--- src/rtl/mem_stage_ctrl.sv ---
// Memory-stage controller: issues loads/stores to a stallable multi-cycle data memory and
// registers the writeback result. Optional macro MEM_STAGE_STORE_ACK_EN makes stores pulse wb_valid.
module mem_stage_ctrl #(
  parameter int DATA_W  = 16,
  parameter int TIMEOUT = 15
) (
  input  logic              clk,
  input  logic              rst,
  input  logic              ex_valid,
  input  logic [DATA_W-1:0] ex_ALU_Result,
  input  logic [DATA_W-1:0] ex_write_data,
  input  logic              ex_MemRead,
  input  logic              ex_MemWrite,
  output logic              ex_stall,
  output logic              mem_en,
  output logic              mem_wr,
  output logic [DATA_W-1:0] mem_addr,
  output logic [DATA_W-1:0] mem_wdata,
  input  logic              mem_stall,
  input  logic              mem_done,
  input  logic [DATA_W-1:0] mem_rdata,
  output logic              wb_valid,
  output logic [DATA_W-1:0] wb_data,
  output logic              err
);

  typedef enum logic [1:0] {
    S_IDLE = 2'd0,
    S_REQ  = 2'd1,
    S_WAIT = 2'd2
  } state_t;

  localparam logic [7:0] CNT_LAST = 8'(TIMEOUT - 1);

  state_t            r_state;
  logic [7:0]        r_cnt;
  logic              r_mem_en;
  logic              r_mem_wr;
  logic [DATA_W-1:0] r_mem_addr;
  logic [DATA_W-1:0] r_mem_wdata;
  logic              r_wb_valid;
  logic [DATA_W-1:0] r_wb_data;
  logic              r_err;

  logic              w_is_mem;
  logic              w_bad;
  logic              w_cpl_valid;
  logic [DATA_W-1:0] w_cpl_data;

  assign w_is_mem = ex_MemRead | ex_MemWrite;
  assign w_bad    = (ex_MemRead & ex_MemWrite) | ex_ALU_Result[0];

  // Writeback produced when the outstanding request completes; stores only ack with the macro.
  always_comb begin
    w_cpl_valid = 1'b0;
    w_cpl_data  = r_wb_data;
    if (!r_mem_wr) begin
      w_cpl_valid = 1'b1;
      w_cpl_data  = mem_rdata;
    end
`ifdef MEM_STAGE_STORE_ACK_EN
    else begin
      w_cpl_valid = 1'b1;
      w_cpl_data  = r_mem_wdata;
    end
`endif
  end

  // NOTE: all state uses non-blocking assignments so every register samples pre-edge values.
  always_ff @(posedge clk) begin
    if (rst) begin
      r_state     <= S_IDLE;
      r_cnt       <= '0;
      r_mem_en    <= 1'b0;
      r_mem_wr    <= 1'b0;
      r_mem_addr  <= '0;
      r_mem_wdata <= '0;
      r_wb_valid  <= 1'b0;
      r_wb_data   <= '0;
      r_err       <= 1'b0;
    end else begin
      r_wb_valid <= 1'b0;
      case (r_state)
        S_IDLE: begin
          if (ex_valid) begin
            if (!w_is_mem) begin
              r_wb_valid <= 1'b1;
              r_wb_data  <= ex_ALU_Result;
            end else if (w_bad) begin
              r_err <= 1'b1;
            end else begin
              r_mem_addr  <= ex_ALU_Result;
              r_mem_wdata <= ex_write_data;
              r_mem_wr    <= ex_MemWrite;
              r_mem_en    <= 1'b1;
              r_state     <= S_REQ;
            end
          end
        end
        S_REQ: begin
          // A stalled request keeps mem_en high and is re-issued next cycle.
          if (!mem_stall) begin
            r_mem_en <= 1'b0;
            r_cnt    <= '0;
            if (mem_done) begin
              r_wb_valid <= w_cpl_valid;
              r_wb_data  <= w_cpl_data;
              r_state    <= S_IDLE;
            end else begin
              r_state <= S_WAIT;
            end
          end
        end
        S_WAIT: begin
          if (mem_done) begin
            r_wb_valid <= w_cpl_valid;
            r_wb_data  <= w_cpl_data;
            r_state    <= S_IDLE;
          end else if (r_cnt == CNT_LAST) begin
            r_err   <= 1'b1;
            r_state <= S_IDLE;
          end else begin
            r_cnt <= r_cnt + 8'd1;
          end
        end
        default: r_state <= S_IDLE;
      endcase
    end
  end

  assign ex_stall  = (r_state != S_IDLE);
  assign mem_en    = r_mem_en;
  assign mem_wr    = r_mem_wr;
  assign mem_addr  = r_mem_addr;
  assign mem_wdata = r_mem_wdata;
  assign wb_valid  = r_wb_valid;
  assign wb_data   = r_wb_data;
  assign err       = r_err;

endmodule

--- config.mk ---
export PLATFORM = sky130hd
export DESIGN_NAME = mem_stage_ctrl
export DESIGN_NICKNAME = d
export VERILOG_FILES = /design/src/rtl/mem_stage_ctrl.sv
export SDC_FILE = /design/constraint.sdc
export NUM_CORES = 1
export LEC_CHECK = 0
export ABC_CLOCK_PERIOD_IN_PS = 1910
export BUFFER_PORTS_ARGS = -buffer_cell sky130_fd_sc_hd__buf_2
export CORE_MARGIN = 2
export CORE_UTILIZATION = 28
export DETAILED_ROUTE_END_ITERATION = 7
export PLACE_DENSITY = 0.61
export SYNTH_ARGS = -nofsm -noshare
export SYNTH_HDL_FRONTEND = slang
export SYNTH_SLANG_ARGS = --single-unit
--- constraint.sdc ---
create_clock -name clk -period 1.91 [get_ports clk]
set_clock_uncertainty 0.05 [all_clocks]
set_input_delay 0.2865 -clock clk [delete_from_list [all_inputs] [get_ports clk]]
set_output_delay 0.2865 -clock clk [all_outputs]
set_load 0.01 [all_outputs]
# Word level (Yosys, flattened, before mapping)
# Index checks and enable logic that the tools add are counted.
# W data, S select, Z words.
[totals] register_bits=62 in_bits=55 out_inout_bits=53 wordCells=74
[classes] add_sub_neg=1 n_eq_ne=13 n_mux=35 bitwise=4 reduce_logical=12
[ops] op="$mux W16" n=5
[ops] op="$pmux W16 S3" n=1
[ops] op="$mux W8" n=3
[ops] op="$ne A2 B2 Y1 const B" n=9
[ops] op="$pmux W8 S2" n=1
[ops] op="$mux W1" n=14
[ops] op="$mux W2" n=7
[ops] op="$reduce_and A4 Y1" n=3
[ops] op="$reduce_and A5 Y1" n=2
[ops] op="$add A8 B1 Y8 const B" n=1
[ops] op="$eq A8 B4 Y1 const B" n=1
[ops] op="$reduce_bool A2 Y1" n=4
[ops] op="$pmux W2 S3" n=1
[ops] op="$reduce_and A6 Y1" n=1
[ops] op="$pmux W1 S2" n=2
[ops] op="$ne A3 B3 Y1 const B" n=1
[ops] op="$pmux W1 S3" n=1
[ops] op="$reduce_bool A3 Y1" n=1
[ops] op="$eq A2 B1 Y1 const B" n=1
[ops] op="$eq A2 B2 Y1 const B" n=1
[ops] op="$logic_not A2 Y1" n=1
[ops] op="$or A1 B1 Y1" n=2
[ops] op="$and A1 B1 Y1" n=1
[ops] op="$not A1 Y1" n=1

# Logic depth before layout (Yosys ltp)
[logic_depth] depth_word=6 mapped_depth=8 ltp_nobuf=6

# Worst setup path after synthesis
# OpenSTA, ideal clock, no wires.
[synth_path] path_type="register to register" startpoint="register r_state[0]" endpoint="register r_wb_data[10] (netlist: wb_data[10])" setup_time_ns=0.145 t_arrival_ns=1.705 path_slack_ns=0.010 stages_incl_launch_ff=7 synth_period_minus_slack_ns=1.900 path_cell_list="dfxtp_1 -> inv_1 -> ha_1 -> buf_2 -> buf_1 -> mux2i_1 -> a211oi_2"
[synth_between] elab_chain_cells=3
[synth_rtl] element="from (decl)" line="35" rtl="state_t r_state;"
[synth_rtl] element="from (signal assigned)" line="72" rtl="r_state <= S_IDLE;"
[synth_rtl] element="from (signal assigned)" line="96" rtl="r_state <= S_REQ;"
[synth_rtl] element="from (signal assigned)" line="108" rtl="r_state <= S_IDLE;"
[synth_rtl] element="$eq A2 B1 Y1 (tied with other cells)" line="83" rtl="case (r_state)"
[synth_rtl] element="$ne A2 B2 Y1 (no line) or $reduce_bool A3 Y1 (tied branches)"
[synth_rtl] element="$reduce_and A4 Y1 (no line)"
[synth_rtl] element="to (signal assigned)" line="88" rtl="r_wb_data <= ex_ALU_Result;"
[synth_rtl] element="to (signal assigned)" line="107" rtl="r_wb_data <= w_cpl_data;"
[synth_rtl] element="to (signal assigned)" line="117" rtl="r_wb_data <= w_cpl_data;"
[synth_rtl] element="to (decl)" line="42" rtl="logic [DATA_W-1:0] r_wb_data;"
# Several ways; a longest one is shown, not always the timed one.
# A chain may end at the register's enable or synchronous reset.

# Worst setup path after layout
[layout_path] startpoint="register r_state[0]" endpoint="register r_cnt[3]"
[layout_between] elab_chain_cells=3
[layout_rtl] element="$eq A2 B2 Y1 or $eq A2 B1 Y1 (tied branches)" line="83"
[layout_rtl] element="$ne A2 B2 Y1 (no line) or $reduce_bool A2 Y1 (tied branches)"
[layout_rtl] element="$reduce_and A4 Y1 (no line)"
[layout_rtl] element="to (signal assigned)" line="123" rtl="r_cnt <= r_cnt + 8'd1;"
[layout_rtl] element="to (decl)" line="36" rtl="logic [7:0] r_cnt;"
# Several ways; a longest one is shown, not always the timed one.

==> impl_metrics.toml <==
[power]
ir_drop_mv = 0.439
p_per_area_mw_per_mm2 = 1210
p_leak_nw = 1.57
p_total_mw = 4.49

[sta]
final_hold_viol_count = 0
rsz0062_at_grt = "no"
period_minus_slack_ns = 1.82
tightest_slew_ns = 0.395
fin_setup_tns_ns = 0
period_share = 0.952
finalSetupViolations = 0
slew_viol_final = 0
max_freq_mhz = 550
slew-limit-headroom = 0.736

[routing]
drt_iter0_markers = 80
drc = 0
vias_per_cell = 4.55
num_vias = 2569
dr.pass1.iters = 4
ant_nets = 0
wl_per_cell_um = 13.1
wl_um = 7400

[floorplanning]
dieArea_mm2 = 0.0107
ios = 108
die_w_um = 103
num_rows = 36
die_h_um = 103
start_util = 0.285
core_mm2 = 0.00968

[yosys]
synth_top_area_frac = 0.450
synth_edf_count = 0
synthCells = 312
synth-seq-cells = 62
yosysWarnings = 0
syn_nets = 373
synth_top_area_cell = "dfxtp_1"
synth-seq-area-share = 0.450
syn_area_mm2 = 0.00276
yosys-top-cells-area = "dfxtp_1 (45%), nand2_1 (9.3%), a21oi_1 (6.7%), a211oi_2 (6.4%), mux2i_1 (6.2%)"
avgSynthCellArea_um2 = 8.83
synth.distinct_cells = 42
ys.flop_type = "dfxtp_1"
synthArstFlopShare = 0

[global_route]
grt_use_total = 0.140
grt_start_max_net_pins = 33
grt_pass1_wl_um = 11500
antenna_found_initial = 0
grt_pass1_vias = 2422
grt.overflow.total = 0

[setup_path]
cp.required_ns = 2.12
slowest_delay_ns = 0.51
critPathKind = "reg2reg"
rrSetupSlack_ns = 0.09
cpMaxStageDelayCell = "or4_1"
critPathLaunchType = "flip-flop"
cp_top_family = "simple AND/OR/NAND/NOR gates"
cp_max_fo = 6
cp.arrival_ns = 2.03
path_cells = "inv_1, ha_1, buf_4, nand2b_4, a21o_4, or4_1, a21boi_1"
crit_buf_inv = 2
cp-end-kind = "flip-flop"

[cts]
cts.clk_slew.worst_paths_ns = 0.07
cts_root_buf = "clkbuf_8"
cts_buffers = 9
worstSkewPairLatency_ns = 0.33
cts_tree = "built"
numClockSinks = 62
htreeDepth = 3
cts_max_path_buffers = 2

[hold_path]
hold_class = "in2reg"

[finish]
fill_cells = 1014
drive_above_1_share = 0.371
final_net_count = 487
antenna_cells = 0
multiInputGateArea_mm2 = 0.00142
regArea_mm2 = 0.00124
syn2layout_area_growth_pct = 34.6

[place]
gp_congestion = 0.860
io_buffers = 107
detailed_place_hpwl_um = 5360

[status]
status = "finished clean"

[flow_run]
cap_violations = 0
[metrics by stage]
stage	std cells	worst slack, ns	utilization	hold WS (ns)	instance area (um^2)
floorplan	312	0.00984	-	0.372	2760
global placement	547	0.0706	0.360	0.389	3490
detailed placement	547	-0.0620	0.360	0.395	3490
CTS	563	0.00542	0.380	0.111	3680
global route	564	0.0159	0.383	0.135	3710
finish	564	0.0910	0.383	0.138	3710
[worst register-to-register path, cell delays in order (launching register included)]
cell and delay, ns:
dfxtp_2 0.34, inv_1 0.08, ha_1 0.18, buf_4 0.15, nand2b_4 0.06, a21o_4 0.24
or4_1 0.51, a21boi_1 0.14
[cells in the mapped netlist (3+ instances only)]
master,instances
mux2i_1,17
ha_1,6
o31ai_1,4
nand2b_1,7
nand3_1,4
or3_1,3
or4_1,4
dfxtp_1,62
a211oi_1,4
nor2_1,20
inv_1,8
a21oi_1,37
a211oi_2,14
buf_2,4
nor3_1,5
clkbuf_1,12
nand2_1,68
[cells in the final DEF, fill, tap and decap left out, drive strengths merged, types with 2 or more instances in the layout]
cell type	Yosys	layout
a211oi	18	18
a21boi	2	2
a21o	2	2
a21oi	37	37
buf	8	123
clkbuf	12	11
clkinv	0	4
dfxtp	62	62
ha	6	6
inv	8	8
mux2i	17	17
nand2	68	68
nand2b	7	7
nand3	4	4
nor2	20	20
nor3	6	6
nor3b	2	2
o211ai	2	2
o21ai	2	2
o31a	2	2
o31ai	4	4
or3	3	3
or4	4	4
xnor2	2	2
[where the power goes]
part / total (mW) / internal, mW / leakage, nW / switching (mW)
logic: 1.76 / 0.783 / 0.969 / 0.976
clock network: 1.09 / 0.595 / 0.0968 / 0.500
registers: 1.63 / 1.52 / 0.506 / 0.115
[path summary, 6_finish.rpt]
| path | startpoint | to | depth (start not counted) |
|---|---|---|---|
| worst min-delay path | ex_write_data[13] | mem_wdata[13]$_SDFFE_PP0P_ | 3 |
| worst min register to register | mem_addr[3]$_SDFFE_PP0P_ | mem_addr[3]$_SDFFE_PP0P_ | 2 |
| worst max-delay path | r_state[0]$_SDFFE_PP0P_ | r_cnt[3]$_SDFFE_PP0P_ | 7 |
| worst max register to register | r_state[0]$_SDFFE_PP0P_ | r_cnt[3]$_SDFFE_PP0P_ | 7 |
[layer usage]
layer,routed length (um),track usage
met3,462,0.0403
met1,3380,0.180
met2,3390,0.217
met4,166,0.0668
met5,0,0
[kinds of logic (layout without fill, tap and decap cells)]
logic type	after synthesis	count (layout)	synth area share
adder cells (fa/ha/maj)	7	7	0.0309
flip-flops	62	62	0.450
multiplexers	17	17	0.0617
buffers and inverters	28	147	0.0468
AND/OR/NAND/NOR	120	120	0.196
XOR/XNOR	2	2	0.00636
AO/OA/AOI/OAI	76	76	0.208
[layout make-up]
type / instances / share of cell area
clock buffer: 11 / 0.0354
clock inverter: 5 / 0.0135
inverter: 8 / 0.00809
multi-input combinational: 222 / 0.382
sequential: 62 / 0.335
tap: 133 / 0.0449
timing repair buffer: 123 / 0.181
[repair_timing]
item / CTS / global route
gates resized for setup: 3 / 5
endpoints found under the setup margin: 4 / 8
buffers inserted: 0 / 1
pin swaps: 0 / 3
hold buffers: 0 / 0
gates cloned: 0 / 0
[registers in the layout (all words and copies together) (netlist names)]
register	count
mem_addr	16
mem_wdata	16
wb_data	16
r_cnt	8
r_state	2
err	1
mem_en	1
mem_wr	1
wb_valid	1
Note: power is estimated with default switching activity, not from simulation.
